## src/rtl/cpu_parameters.sv

```systemverilog
// Core-wide constants shared by the integer pipeline stages.
package cpu_parameters;
    localparam int xlen = 32;
endpackage

```

## src/rtl/wb_arbiter.sv

```systemverilog
// Write-back arbiter: per-source result queues feeding one register write port,
// fixed-priority or round-robin selection, exception reporting and flush.
module wb_arbiter #(
    parameter int  XLEN    = cpu_parameters::xlen,
    parameter int  NSRC    = 3,
    parameter int  DEPTH   = 2,
    parameter int  RR_MODE = 0,
    localparam int SW      = (NSRC > 1) ? $clog2(NSRC) : 1
) (
    input  logic                 clk,
    input  logic                 rst_n,
    input  logic [NSRC-1:0]      src_valid,
    output logic [NSRC-1:0]      src_ready,
    input  logic [NSRC*XLEN-1:0] src_data,
    input  logic [NSRC*5-1:0]    src_rd,
    input  logic [NSRC-1:0]      src_exc,
    input  logic                 flush,
    output logic                 wb_valid,
    output logic [XLEN-1:0]      wb_data,
    output logic [4:0]           wb_adr,
    output logic                 exc_valid,
    output logic [SW-1:0]        exc_src
);

    localparam int CW = $clog2(DEPTH + 1);
    localparam int PW = (DEPTH > 1) ? $clog2(DEPTH) : 1;
    localparam logic [CW-1:0] FULL_COUNT = CW'(DEPTH);
    localparam logic [PW-1:0] LAST_SLOT  = PW'(DEPTH - 1);
    localparam logic [SW-1:0] LAST_SRC   = SW'(NSRC - 1);

    logic [NSRC-1:0] non_empty;
    logic [XLEN-1:0] head_data [NSRC];
    logic [4:0]      head_rd   [NSRC];
    logic            head_exc  [NSRC];

    logic            grant_valid;
    logic [SW-1:0]   grant_idx;
    int              cand;
    logic [SW-1:0]   cand_idx;

    logic [SW-1:0]   rr_ptr_reg;
    logic            wb_valid_reg;
    logic [XLEN-1:0] wb_data_reg;
    logic [4:0]      wb_adr_reg;
    logic            exc_valid_reg;
    logic [SW-1:0]   exc_src_reg;

    genvar gi;
    generate
        for (gi = 0; gi < NSRC; gi++) begin : g_src
            logic [XLEN-1:0] data_mem [DEPTH];
            logic [4:0]      rd_mem   [DEPTH];
            logic            exc_mem  [DEPTH];
            logic [PW-1:0]   head_reg;
            logic [PW-1:0]   tail_reg;
            logic [CW-1:0]   count_reg;
            logic            push;
            logic            pop;

            // Readiness comes from the registered count only, so a pop does not free a slot until the next cycle.
            assign src_ready[gi] = (count_reg < FULL_COUNT);
            assign non_empty[gi] = (count_reg != '0);
            assign push = src_valid[gi] & src_ready[gi] & ~flush;
            assign pop  = grant_valid & (grant_idx == SW'(gi)) & ~flush;

            always_ff @(posedge clk) begin
                if (push) begin
                    data_mem[tail_reg] <= src_data[gi*XLEN +: XLEN];
                    rd_mem[tail_reg]   <= src_rd[gi*5 +: 5];
                    exc_mem[tail_reg]  <= src_exc[gi];
                end
            end

            always_ff @(posedge clk or negedge rst_n) begin
                if (!rst_n) begin
                    head_reg  <= '0;
                    tail_reg  <= '0;
                    count_reg <= '0;
                end else if (flush) begin
                    head_reg  <= '0;
                    tail_reg  <= '0;
                    count_reg <= '0;
                end else begin
                    if (push) begin
                        tail_reg <= (tail_reg == LAST_SLOT) ? '0 : tail_reg + 1'b1;
                    end
                    if (pop) begin
                        head_reg <= (head_reg == LAST_SLOT) ? '0 : head_reg + 1'b1;
                    end
                    if (push && !pop) begin
                        count_reg <= count_reg + 1'b1;
                    end else if (pop && !push) begin
                        count_reg <= count_reg - 1'b1;
                    end
                end
            end

            assign head_data[gi] = data_mem[head_reg];
            assign head_rd[gi]   = rd_mem[head_reg];
            assign head_exc[gi]  = exc_mem[head_reg];
        end
    endgenerate

    // Search from index 0 in fixed mode, or from rr_ptr (wrapping) in round-robin mode.
    always_comb begin
        grant_valid = 1'b0;
        grant_idx   = '0;
        cand        = 0;
        cand_idx    = '0;
        for (int k = 0; k < NSRC; k++) begin
            cand = (RR_MODE != 0) ? int'(rr_ptr_reg) + k : k;
            if (cand >= NSRC) begin
                cand = cand - NSRC;
            end
            cand_idx = cand[SW-1:0];
            if (!grant_valid && non_empty[cand_idx]) begin
                grant_valid = 1'b1;
                grant_idx   = cand_idx;
            end
        end
    end

    always_ff @(posedge clk or negedge rst_n) begin
        if (!rst_n) begin
            rr_ptr_reg    <= '0;
            wb_valid_reg  <= 1'b0;
            wb_data_reg   <= '0;
            wb_adr_reg    <= '0;
            exc_valid_reg <= 1'b0;
            exc_src_reg   <= '0;
        end else begin
            wb_valid_reg  <= 1'b0;
            wb_data_reg   <= '0;
            wb_adr_reg    <= '0;
            exc_valid_reg <= 1'b0;
            exc_src_reg   <= '0;
            if (flush) begin
                rr_ptr_reg <= '0;
            end else if (grant_valid) begin
                rr_ptr_reg <= (grant_idx == LAST_SRC) ? '0 : grant_idx + 1'b1;
                // Writes to x0 are retired silently: neither a write nor a report.
                if (head_exc[grant_idx]) begin
                    exc_valid_reg <= 1'b1;
                    exc_src_reg   <= grant_idx;
                end else if (head_rd[grant_idx] != 5'd0) begin
                    wb_valid_reg <= 1'b1;
                    wb_data_reg  <= head_data[grant_idx];
                    wb_adr_reg   <= head_rd[grant_idx];
                end
            end
        end
    end

    assign wb_valid  = wb_valid_reg;
    assign wb_data   = wb_data_reg;
    assign wb_adr    = wb_adr_reg;
    assign exc_valid = exc_valid_reg;
    assign exc_src   = exc_src_reg;

endmodule
```

## config.mk

```make
export PLATFORM = sky130hd
export DESIGN_NAME = wb_arbiter
export DESIGN_NICKNAME = d
export VERILOG_FILES = /design/src/rtl/cpu_parameters.sv /design/src/rtl/wb_arbiter.sv
export SDC_FILE = /design/constraint.sdc
export NUM_CORES = 1
export LEC_CHECK = 0
export ABC_AREA = 1
export CAP_MARGIN = 10
export CORE_MARGIN = 2
export CORE_UTILIZATION = 30
export DETAILED_ROUTE_END_ITERATION = 16
export SYNTH_ARGS = -nofsm -noshare
export SYNTH_HDL_FRONTEND = slang
export SYNTH_SLANG_ARGS = --single-unit
```

## constraint.sdc

```tcl
create_clock -name clk -period 11.34 [get_ports clk]
set_clock_uncertainty 0.1 [all_clocks]
set_input_delay 1.134 -clock clk [delete_from_list [all_inputs] [get_ports clk]]
set_output_delay 1.134 -clock clk [all_outputs]
set_load 0.05 [all_outputs]
```

==> results_dict.tcl <==
set metrics [dict create \
    syn2layout_area_growth_pct 26.89 \
    cp.depth 7 \
    synth_fp_nets 974 \
    dp_slack_ns 7.594 \
    power.total_uw 3288 \
    syn_area_um2 10930 \
    yosysSeqAreaShare 0.7479 \
    critPathBufInv 1 \
    relSlewSlack 0.3571 \
    drt_first_pass_iters 4 \
    worst-r2r-cell-count 7 \
    status "finished, final reports clean" \
    synthArstFlopShare 0.1886 \
    largest_register_ffs 192 \
    tns_ns 0 \
    n_antenna_cell 0 \
    dpl.hpwl_um 17350 \
    avgRoutedWirePerCell_um 18.66 \
    cts_hold_buf 0 \
    viasPerCell 4.567 \
    ys_warn_count 0 \
    cts_resized 0 \
    numCtsBuffers 27 \
    start_kind "flop" \
    gp_congestion 0.7501 \
    final_hold_viol_count 0 \
    core-area_um2 35740 \
    critPathKind "reg -> reg" \
    ys.flop_type "edfxtp_1" \
    rsz0062_at_grt "no" \
    cp_top_family "flip-flops" \
    start_util 0.3057 \
    crit_slowest_cell "dfrtp_2" \
    drive_above_1_share 0.1059 \
    path_cells "inv_2 > o21ai_0 > nor2_1 > o21ai_1 > nand3_2 > nand2_4 > nor2_1" \
    drv_cap 0 \
    finalCriticalPeriod_ns 3.372 \
    chipWidth_um 194.9 \
    slew_violations 0 \
    dieArea_um2 37970 \
    postCtsSetupBuffers 0 \
    clkPwrFrac 0.263 \
    wl_um 27810 \
    synth_area_per_cell_um2 12.80 \
    layout_common_cells "edfxtp_1, clkdlybuf4s50_1, nor2_1, nand2_1, o21ai_0" \
    clockRootBuffer "clkbuf_16" \
    synth_cell_types 32 \
    antenna_found_initial 3 \
    tightest_slew_ns 0.9644 \
    row_count 69 \
    p_per_area_nw_per_um2 237.1 \
    tritoncts "built" \
    p_sw_uw 1215 \
    holdCritPathClass "reg -> reg" \
    dpl.cell_count 1439 \
    detail-route-antenna-nets 0 \
    min_path_cells 1 \
    fmax_mhz 296.6 \
    pwr-share-comb 0.328 \
    cp-end-kind "flop" \
    swShare 0.3695 \
    finish.utilization 0.3880 \
    drt_iter0_drc 431 \
    synthCells 854 \
    path_max_fanout 41 \
    final_cells 1490 \
    pin_count 164 \
    worstPathRequired_ns 11.63 \
    htreeDepth 1 \
    clkTransAtPathRegs_ns 0.06 \
    vias 6805 \
    drcViolationCount 0 \
    cp_common_cell "nor2_1" \
    peakVddDrop_mv 0.1357 \
    io_buffers 163 \
    synth_edf_count 228 \
    grt_pass1_vias 6705 \
    clock-sinks 281 \
    nets 1128 \
    ys_ff_latch 281 \
    die_h_um 194.9 \
    slowest_delay_ns 0.98 \
    ctsLongestPathBuffers 3 \
    grt_max_degree 74 \
    p_int_uw 2073 \
    insertion_delay_ns 0.54 \
    pwr-share-seq 0.409 \
    grt_usage 0.1449 \
    final_common_cell "edfxtp_1" \
    finalCritPeriodShare 0.2973 \
    setup_viol 0 \
    overflow 0 \
    grt_pass1_wl_um 41360 \
    setup_ws_ns 7.968 \
    total_leakage_power_uw 0.005013 \
    worst_ep_arrival_time_ns 3.66 \
]
-- power by group through the flow --
stage	Sequential (uW)	Clock, uW	Combinational [uW]
after floorplan	1530	0	576
after global placement	1370	0	1080
after detailed placement	1370	0	1100
after CTS	1350	882	1100
after global routing	1360	923	1170
final	1340	864	1080
-- path summary, 6_finish.rpt --
path | start | end | slack [ns]
worst max-delay path | g_src[0].head_reg$_DFFE_PN0P_ | wb_data[31]$_DFF_PN0_ | 7.97
worst min-delay path | g_src[0].count_reg[0]$_DFFE_PN0P_ | g_src[0].count_reg[0]$_DFFE_PN0P_ | 0.42
worst max register to register | g_src[0].head_reg$_DFFE_PN0P_ | wb_data[31]$_DFF_PN0_ | 7.97
worst min register to register | g_src[0].count_reg[0]$_DFFE_PN0P_ | g_src[0].count_reg[0]$_DFFE_PN0P_ | 0.42
max in group asynchronous | rst_n | g_src[1].head_reg$_DFFE_PN0P_ | 10.05
min in group asynchronous | rst_n | exc_src[1]$_DFF_PN0_ | 0.56
-- cell type report --
type	instances	area, um2
clock buffer	38	767.0
inverter	30	112.6
clock inverter	12	82.58
fill	3397	21870
timing repair buffer	169	1699
tap	461	576.8
sequential	281	8177
multi-input combinational	499	2452
-- cells by family (layout without fill, tap and decap cells) --
logic type / count (synthesis) / count (layout) / synth area share
compound gates: 155 / 155 / 0.07614
xor+xnor: 1 / 1 / 0.0008016
buf+inv: 74 / 249 / 0.03137
flops: 281 / 281 / 0.7479
simple gates: 343 / 343 / 0.1438
-- synth_stat cells, types with 5 or more instances --
| cell | instances | share of area |
|---|---|---|
| inv_2 | 6 | 0.0021 |
| nor2_1 | 150 | 0.052 |
| buf_1 | 11 | 0.0038 |
| dfrtp_1 | 53 | 0.12 |
| nor2_2 | 11 | 0.0063 |
| a21oi_1 | 38 | 0.017 |
| edfxtp_1 | 228 | 0.63 |
| o21ai_1 | 5 | 0.0023 |
| nor3_1 | 5 | 0.0023 |
| clkbuf_1 | 20 | 0.0069 |
| nor2_4 | 22 | 0.023 |
| buf_2 | 8 | 0.0037 |
| inv_1 | 23 | 0.0079 |
| o21ai_0 | 72 | 0.033 |
| nand2_1 | 133 | 0.046 |
| nand3_1 | 9 | 0.0041 |
| a31oi_1 | 32 | 0.018 |
-- worst reg2reg max path, cell delays in order (launching register included) --
cell	delay, ns
dfrtp_2	0.98
inv_2	0.59
o21ai_0	0.34
nor2_1	0.06
o21ai_1	0.25
nand3_2	0.12
nand2_4	0.68
nor2_1	0.10
-- layer usage --
| metal | track usage | wire length, um |
|---|---|---|
| met1 | 0.1914 | 12150 |
| met2 | 0.2462 | 13560 |
| met3 | 0.02933 | 1499 |
| met4 | 0.03280 | 558 |
| met5 | 0 | 44 |
-- stage by stage --
| step | hold slack (ns) | cell area (um2) |
|---|---|---|
| after global routing | 0.4323 | 13870 |
| final | 0.4189 | 13870 |
| after detailed placement | 0.4051 | 13000 |
| after global placement | 0.3945 | 12980 |
| after CTS | 0.4163 | 13850 |
| after floorplan | 0.3594 | 10930 |
No activity file was read; power rests on OpenSTA's default activity.
